--- src/rtl/pw_input_cond.sv ---
// pw_input_cond: synchronizes and debounces the enter button and latches the character with one strobe per press.
module pw_input_cond #(
    parameter int DEBOUNCE_CYCLES = 100000,
    parameter int CHAR_W          = 8
) (
    input  logic              clk,
    input  logic              reset_n,
    input  logic              enter_raw,
    input  logic [CHAR_W-1:0] char_raw,
    output logic              enter_pulse,
    output logic [CHAR_W-1:0] char_out,
    output logic              busy
);
    localparam int CW = $clog2(DEBOUNCE_CYCLES + 1);
    localparam logic [CW-1:0] CNT_LAST = CW'(DEBOUNCE_CYCLES - 1);

    typedef enum logic [1:0] {IDLE, PRESS_WAIT, PRESSED, RELEASE_WAIT} state_t;

    state_t            state_q;
    logic [CW-1:0]     cnt_q;
    logic              enter_m_q, enter_s_q, pulse_q;
    logic [CHAR_W-1:0] char_m_q, char_s_q, char_ref_q, char_out_q;

    assign enter_pulse = pulse_q;
    assign char_out    = char_out_q;
    assign busy        = state_q != IDLE;

    // Reset lands in RELEASE_WAIT so a button held through reset never strobes.
    always_ff @(posedge clk or negedge reset_n) begin
        if (!reset_n) begin
            state_q    <= RELEASE_WAIT;
            cnt_q      <= '0;
            enter_m_q  <= 1'b0;
            enter_s_q  <= 1'b0;
            char_m_q   <= '0;
            char_s_q   <= '0;
            char_ref_q <= '0;
            char_out_q <= '0;
            pulse_q    <= 1'b0;
        end else begin
            enter_m_q <= enter_raw;
            enter_s_q <= enter_m_q;
            char_m_q  <= char_raw;
            char_s_q  <= char_m_q;
            pulse_q   <= 1'b0;
            case (state_q)
                IDLE: begin
                    if (enter_s_q) begin
                        state_q    <= PRESS_WAIT;
                        cnt_q      <= CW'(1);
                        char_ref_q <= char_s_q;
                    end
                end
                PRESS_WAIT: begin
                    if (!enter_s_q) begin
                        state_q <= IDLE;
                        cnt_q   <= '0;
                    end else if (char_s_q != char_ref_q) begin
                        char_ref_q <= char_s_q;
                        cnt_q      <= CW'(1);
                    end else if (cnt_q == CNT_LAST) begin
                        state_q    <= PRESSED;
                        cnt_q      <= '0;
                        pulse_q    <= 1'b1;
                        char_out_q <= char_ref_q;
                    end else if (cnt_q != '1) begin
                        cnt_q <= cnt_q + CW'(1);
                    end
                end
                PRESSED: begin
                    state_q <= RELEASE_WAIT;
                    cnt_q   <= '0;
                end
                default: begin
                    if (enter_s_q) begin
                        cnt_q <= '0;
                    end else if (cnt_q == CNT_LAST) begin
                        state_q <= IDLE;
                        cnt_q   <= '0;
                    end else if (cnt_q != '1) begin
                        cnt_q <= cnt_q + CW'(1);
                    end
                end
            endcase
        end
    end
endmodule

--- config.mk ---
export PLATFORM = sky130hd
export DESIGN_NAME = pw_input_cond
export DESIGN_NICKNAME = d
export VERILOG_FILES = /design/src/rtl/pw_input_cond.sv
export SDC_FILE = /design/constraint.sdc
export NUM_CORES = 1
export LEC_CHECK = 0
export CORE_AREA = 2 2 67 69
export DETAILED_ROUTE_END_ITERATION = 6
export DIE_AREA = 0 0 69 71
export GPL_ROUTABILITY_DRIVEN = 1
export PLACE_DENSITY = 0.81
export SETUP_SLACK_MARGIN = 0.05
export SLEW_MARGIN = 15
export SYNTH_ARGS = -nofsm -noshare
export SYNTH_HDL_FRONTEND = slang
export SYNTH_SLANG_ARGS = --single-unit
--- constraint.sdc ---
create_clock -name clk -period 5.6 [get_ports clk]
set_input_delay 1.12 -clock clk [delete_from_list [all_inputs] [get_ports clk]]
set_output_delay 1.12 -clock clk [all_outputs]
set_load 0.01 [all_outputs]
---- Yosys cells after proc, flatten, opt, wreduce, memory -nomap -nowiden ----
Cells that the tools add are included.
word-level totals
  flip-flop bits (word level) ............. 54
  word-level logic and storage cells ...... 51
  output and inout bits ................... 10
operators by class
  bitwise logic cells ..................... 1
  eq/ne operators ......................... 11
  $add $sub $neg .......................... 1
  reduce and logical (&&, ||, !) cells .... 7
  mux-type cells .......................... 22
operators with widths
  cell                   number
  $mux 17                6
  $pmux 17 s3            1
  $mux 8                 3
  $add 17x1->17 const B  1
  $eq 17x17->1 const B   1
  $ne 17x17->1 const B   1
  $pmux 8 s2             1
  $mux 2                 6
  $ne 8x8->1             1
  $reduce_and 4->1       2
  $ne 2x2->1 const B     3
  $ne 3x3->1 const B     2
  $pmux 2 s3             1
  $reduce_and 5->1       1
  $mux 1                 4
  $ne 4x1->1 const B     1
  $reduce_bool 2->1      2
  $reduce_bool 4->1      1
  $eq 2x1->1 const B     1
  $eq 2x2->1 const B     1
  $logic_not 2->1        1
  $not 1->1              1

---- Longest topological paths before layout ----
Gate-level depths: netlist (run 1).
  depth in word-level cells ............... 6
  mapped depth ............................ 8
  depth with buffers taken out ............ 7

---- Least setup slack after synthesis (run 1) ----
Ideal clock, no wire load.
  path type ............................... register to output
  start ................................... register state_q[0]
  end ..................................... output busy
  stages on the path, launching flop included .. 5
  slack ................................... 3471 ps
  data arrival time ....................... 1009 ps
  cells stage by stage .................... dfstp_2 > inv_1 > ha_1 > buf_4 > inv_1
between the ends
  cells in the longest elaborated chain, start to end .. 1
ends and longest elaborated chain
  element                 RTL line  text
  from (decl)             19        state_t state_q;
  from (signal assigned)  31        state_q <= RELEASE_WAIT;
  from (signal assigned)  49        state_q <= PRESS_WAIT;
  from (signal assigned)  56        state_q <= IDLE;
  $reduce_bool 2->1       26        assign busy = state_q != IDLE;
  to (decl)               12        output logic busy
Every way passes these cells.

---- Worst setup path in the final report (run 1) ----
Same ends and word-level chain as after synthesis.

==> flow_metrics.tcl, run 1 <==
set metrics [dict create \
    outcome "finished clean" \
    fin_nets 251 \
    initial_core_util_pct 58.30 \
    dr.pass1.iters 4 \
    endpoint_kind "output pin" \
    grt_pass1_vias 1686 \
    dr.first_iter.drc_count 137 \
    yosysTopAreaCell "dfrtp_1" \
    relSlewSlack_pct 44.09 \
    crit_arrival_ns 1.88 \
    layout-drive-gt1-share_pct 15.68 \
    post-route-drc-count 0 \
    synth_edf_count 0 \
    path_delay_family "buffers and inverters" \
    synthTopCellsByArea "dfrtp_1 53%, mux2_2 6.9%, xnor2_1 5.0%" \
    power.density_nw_per_um2 324.5 \
    synth_area_sq_um 2451 \
    synth.top_cell.area_share_pct 53.09 \
    multiInputGateArea_sq_um 1052 \
    htree_levels 2 \
    clkTransAtPathRegs_ns 0.11 \
    worstPathMaxFanout 9 \
    ctsHoldBuffers 0 \
    post_cts_buffers 0 \
    syn_to_final_growth_pct 14.29 \
    rows 24 \
    finalHoldViolations 0 \
    cp.required_ns 4.48 \
    fillers 338 \
    num_io_pins 21 \
    synth_cells 210 \
    routedWlPerCell_um 15.10 \
    antenna_found_initial 0 \
    grtUsageTotal_pct 19.46 \
    async_flop_share_pct 100.0 \
    tightest_slew_ns 0.8387 \
    fin_ws_ns 2.599 \
    root_buffer "clkbuf_8" \
    p_total_mw 0.9092 \
    die_w_um 69 \
    via_count 1682 \
    dp_slack_ns 2.953 \
    ys_top_cells_by_count "52 x dfrtp_1, 23 x nor2_1, 15 x mux2_2" \
    synthFlopType "dfrtp_1" \
    synth_top_family_by_area "simple AND/OR/NAND/NOR gates" \
    synthSimpleGateAreaFrac_pct 15.62 \
    slew_viol_final 0 \
    crit_type "reg -> out" \
    critical_path_buf_inv_count 3 \
    gp_congestion 0.8046 \
    rsz0062_at_grt "no" \
    cts_tree "yes" \
    die_area_sq_um 4899 \
    slowest_stage "dfstp_2" \
    critPathMostFrequentCell "inv_1" \
    gr-total-overflow 0 \
    syn_avg_cell_area_sq_um 11.67 \
    avgViaCountPerCell 5.840 \
    clkSinkCount 54 \
    postRouteAntennaNets 0 \
    setup_violations 0 \
    synth-compound-area-share_pct 10.16 \
    syn-num-nets 226 \
    max_freq_ghz 0.3332 \
    cts_resized 0 \
    min_path_type "reg -> reg" \
    dp_hpwl_mm 3.047 \
    synth-adder-area-share_pct 2.552 \
    coreArea_sq_um 4204 \
    yosys_warnings 0 \
    tns_ns 0 \
    skew_ns 0.01109 \
    grt_pass1_wl_mm 7.596 \
    clock_latency_ns 0.31 \
    maxCapViolations 0 \
    drt_wl_total_mm 4.350 \
    vdd_drop_max_mv 0.3213 \
    insertedDiodeCount 0 \
    slowest_delay_ns 0.57 \
    synth.most_common_cell "dfrtp_1" \
    finish.utilization_pct 66.64 \
    yosysSeqAreaShare_pct 55.23 \
    io_buffers 20 \
    path_cells "inv_1 -> ha_1 -> inv_1 -> clkdlybuf4s50_1" \
    fin_crit_sh_pct 53.59 \
    synth_cell_types 48 \
    clock_path_buffers 2 \
    die_h_um 71 \
    register_area_sq_um 1354 \
    period_minus_slack_ns 3.001 \
    cp-start-kind "flop" \
    synthXorXnorAreaFrac_pct 6.432 \
    grt_max_degree 55 \
    p_leak_nw 1.147 \
    muxShareOfSynthArea_pct 8.167 \
    ys_seq_elements 54 \
    numCtsBuffers 5 \
]
placed cells by master, fill, tap and decap left out, types with 2 or more instances in the layout:
master | synthesis | final
dfrtp_1 | 52 | 52
nor2_1 | 23 | 23
clkdlybuf4s50_1 | 0 | 19
mux2_2 | 15 | 15
xnor2_1 | 14 | 14
nand2_1 | 8 | 8
o21ai_0 | 8 | 8
nor3_1 | 7 | 7
nand4_1 | 6 | 6
inv_1 | 5 | 5
nand3_1 | 5 | 5
a21oi_1 | 5 | 5
ha_1 | 5 | 5
clkbuf_8 | 0 | 5
nor4_1 | 4 | 4
xor2_1 | 4 | 4
o2111ai_1 | 3 | 3
a211oi_1 | 3 | 3
a31oi_1 | 3 | 3
and4b_1 | 2 | 2
or4_1 | 2 | 2
or2_2 | 2 | 2
and4_1 | 2 | 2
mux2i_1 | 2 | 2
o211ai_1 | 2 | 2
buf_4 | 1 | 2
dfstp_2 | 2 | 2
worst reg2reg max path: stages, from the launching register on:
cell       delay [ns]
dfstp_2          0.57
inv_1            0.08
ha_1             0.31
nand2b_2         0.17
nand4_1          0.28
a2111oi_0        0.58
xnor2_1          0.17
nor2_1           0.05
cell families after synthesis:
kind of cell | Yosys count
flip-flops | 54
XOR/XNOR | 18
buffers and inverters | 10
AO/OA/AOI/OAI | 35
multiplexers | 18
adder cells (fa/ha/maj) | 5
AND/OR/NAND/NOR | 70
stage by stage:
stage	cells	area, sq um	hold WS (ns)
5_1_grt	288	2801	0.3651
4_1_cts	288	2801	0.3605
3_5_place_dp	280	2704	0.3362
2_1_floorplan	210	2451	0.3312
6_report	288	2801	0.3540
3_3_place_gp	280	2704	0.3323
flip-flops by register name (all words and copies together) (netlist names):
signal and cells:
enter_pulse 1, char_ref_q 8, enter_m_q 1, char_m_q 8, cnt_q 17, enter_s_q 1, char_s_q 8, state_q 2
char_out 8
layout make-up:
| cell class | count | share of cell area (%) |
|---|---|---|
| multi-input cells | 146 | 37.56 |
| clock buffers | 5 | 2.456 |
| flip-flops and latches | 54 | 48.33 |
| inverters | 6 | 0.8039 |
| repair buffers | 22 | 7.503 |
| well taps | 52 | 2.322 |
| clock inverters | 3 | 1.027 |
routing by layer:
layer,vias up,GRT usage [%],part of all wire (%)
met5,-,0,0
met4,0,6.754,1.7
met3,9,3.846,2.8
met2,30,31.41,47
met1,826,26.67,49
li1,817,-,-
final timing paths:
path	startpoint	end	slack (ns)	cells after the start
setup / recovery	state_q[0]	busy	2.60	4
hold / removal	enter_m_q	enter_s_q	0.35	0
setup reg to reg	state_q[0]	cnt_q[11]	3.27	7
hold reg to reg	enter_m_q	enter_s_q	0.35	0
max in group asynchronous	reset_n	char_m_q[0]	4.24	2
min in group asynchronous	reset_n	char_out[0]	0.92	2
report_power, final:
group          internal [mW]  switching, mW  leakage (nW)  total, mW
combinational         0.0991          0.104         0.412      0.203
clock                 0.0938          0.138        0.0506      0.232
sequential             0.435         0.0393         0.684      0.474
total                  0.628          0.281          1.15      0.909
(Power assumes the default switching activity.)
==> inputs of run 2 (changes only) <==
--- a/config.mk
+++ b/config.mk
@@ -5,11 +5,11 @@
 export SDC_FILE = /design/constraint.sdc
 export NUM_CORES = 1
 export LEC_CHECK = 0
-export CORE_AREA = 2 2 67 69
+export CORE_AREA = 2 2 69 71
 export DETAILED_ROUTE_END_ITERATION = 6
-export DIE_AREA = 0 0 69 71
+export DIE_AREA = 0 0 71 73
 export GPL_ROUTABILITY_DRIVEN = 1
-export PLACE_DENSITY = 0.81
+export PLACE_DENSITY = 0.77
 export SETUP_SLACK_MARGIN = 0.05
 export SLEW_MARGIN = 15
 export SYNTH_ARGS = -nofsm -noshare
==> constraint.sdc (replaced) <==
create_clock -name clk -period 3.01 [get_ports clk]
set_input_delay 0.602 -clock clk [delete_from_list [all_inputs] [get_ports clk]]
set_output_delay 0.602 -clock clk [all_outputs]
set_load 0.01 [all_outputs]
==> run 2 against run 1 <==
  * Utilization is 4.0 points lower
  * Clock skew is 0.0029 ns lower
  * Die area is 5.8% higher
  * Critical path depth stayed put
  * Design area is 1.3% higher
  * Flip-flop and latch count stayed put
  * Total power is 95% higher
  * Hold slack worse by 0.16 ns
  * First-iteration DRC count is 19% lower
  * Sequential power is 88% higher
  * Global-route usage is 0.67 points higher
  * Largest cell class unchanged
  * Largest power group unchanged
==> flow_metrics.tcl, run 2 (synthesized netlist as in run 1, its figures left out) <==
set metrics [dict create \
    p_total_mw 1.774 \
    dr.pass1.iters 4 \
    insertedDiodeCount 0 \
    r2r_end "cnt_q[11]" \
    ctsHoldBuffers 0 \
    initial_core_util_pct 54.04 \
    postRouteAntennaNets 0 \
    setup_violations 0 \
    dp_hpwl_mm 3.273 \
    clkTransAtPathRegs_ns 0.10 \
    rrSetupSlack_ns 0.71 \
    post-route-drc-count 0 \
    fin_cells 292 \
    largest_reg_flops 17 \
    die_w_um 71 \
    htree_levels 2 \
    p_leak_nw 1.162 \
    routedWlPerCell_um 16.03 \
    fillers 348 \
    grt_pass1_vias 1733 \
    fin_crit_sh_pct 82.45 \
    coreArea_sq_um 4536 \
    num_io_pins 21 \
    io_buffers 20 \
    gp_congestion 0.8525 \
    maxCapViolations 0 \
    post_cts_buffers 0 \
    die_h_um 73 \
    grt_pass1_wl_mm 8.148 \
    slew_viol_final 0 \
    dr.first_iter.drc_count 111 \
    layout_commonest_cell "dfrtp_1" \
    gr-total-overflow 0 \
    grt_max_degree 23 \
    slowest_stage "dfstp_2" \
    rows 25 \
    grtUsageTotal_pct 20.14 \
    drt_wl_total_mm 4.680 \
    layout-drive-gt1-share_pct 16.39 \
    root_buffer "clkbuf_8" \
    critPathMostFrequentCell "inv_1" \
    endpoint_kind "output pin" \
    worstPathMaxFanout 9 \
    fin_nets 253 \
    crit_type "reg -> out" \
    outcome "finished clean" \
    rsz0062_at_grt "no" \
    die_area_sq_um 5183 \
    power.density_nw_per_um2 624.8 \
    avgViaCountPerCell 5.969 \
    skew_ns 0.008193 \
    antenna_found_initial 0 \
    path_cells "inv_1 -> ha_1 -> inv_1 -> clkdlybuf4s50_1" \
    via_count 1743 \
    min_path_type "in -> async" \
    cp-start-kind "flop" \
    final_cell_mix "52 x dfrtp_1, 23 x nor2_1, 19 x clkdlybuf4s50_1, 15 x mux2_2, 14 x xnor2_1" \
    reg2reg_from "state_q[0]" \
    syn_to_final_growth_pct 15.82 \
    max_freq_ghz 0.4029 \
    clkSinkCount 54 \
    tns_ns 0 \
    vdd_drop_max_mv 0.3905 \
    dp.cells 284 \
    regMostFlops "cnt_q" \
    period_minus_slack_ns 2.482 \
    cts_tree "yes" \
    clock_path_buffers 2 \
    relSlewSlack_pct 67.31 \
    tightest_slew_ns 0.4779 \
    slowest_delay_ns 0.56 \
    rr_worst_depth 7 \
    crit_arrival_ns 1.88 \
    cp.required_ns 2.41 \
    finalHoldViolations 0 \
    clock_latency_ns 0.31 \
    cts_resized 0 \
    numCtsBuffers 5 \
]
run 2: cell types whose count changed in the layout (fill, tap and decap cells not counted):
cell,previous run,this run
clkinvlp_4,0,1
buf_4,2,4
clkinv_4,1,0
inv_6,1,0
bufinv_16,0,1
run 2: layout make-up:
cell class                      count  area (sq um)  share of cell area (%)
Tap cell                           54         67.56                   2.380
Multi-Input combinational cell    146          1052                   37.06
Clock inverter                      3         48.80                   1.719
Clock buffer                        5         68.82                   2.424
Timing Repair Buffer               24         225.2                   7.933
Sequential cell                    54          1354                   47.69
Inverter                            6         22.52                  0.7933
run 2: power by group:
group	leakage (nW)	switching [mW]	internal (mW)	total, mW
clock	0.0563	0.242	0.253	0.496
sequential	0.684	0.0792	0.809	0.889
combinational	0.422	0.199	0.190	0.389
total	1.16	0.521	1.25	1.77
run 2: how the worst max path moves through the flow:
stage	start	endpoint	slack, ns	cells past startpoint
after floorplan	state_q[0]	cnt_q[11]	0.98	8
final	state_q[0]	busy	0.53	4
after CTS	state_q[0]	busy	0.52	4
after global placement	state_q[0]	cnt_q[11]	0.87	7
after detailed placement	state_q[0]	cnt_q[11]	0.76	7
after global routing	state_q[0]	busy	0.45	4
run 2: per-layer routing:
layer  vias up  GRT usage, %  routed length, um  share of wire [%]
met2        55         33.85               2372                 51
met5         -             0                  0                  0
li1        821             -                  -                  -
met1       861         26.14               2048                 44
met3         6         4.006                199                4.3
met4         0         7.338                 60                1.3
run 2: critical path, delay by kind of cell, from the launching register on:
kind | cells | cell delay, ns
buf+inv | 3 | 0.69
flops | 1 | 0.56
fa+ha+maj | 1 | 0.32
run 2: per-stage QoR:
stage	util [%]	cell area (sq um)	hold WS, ns	setup WS (ns)
2_1_floorplan	-	2451	0.3064	0.9838
3_3_place_gp	60.00	2721	0.3313	0.8688
3_5_place_dp	60.00	2721	0.3347	0.7601
4_1_cts	62.59	2839	0.1965	0.5193
5_1_grt	62.59	2839	0.2179	0.4469
6_report	62.59	2839	0.1924	0.5281
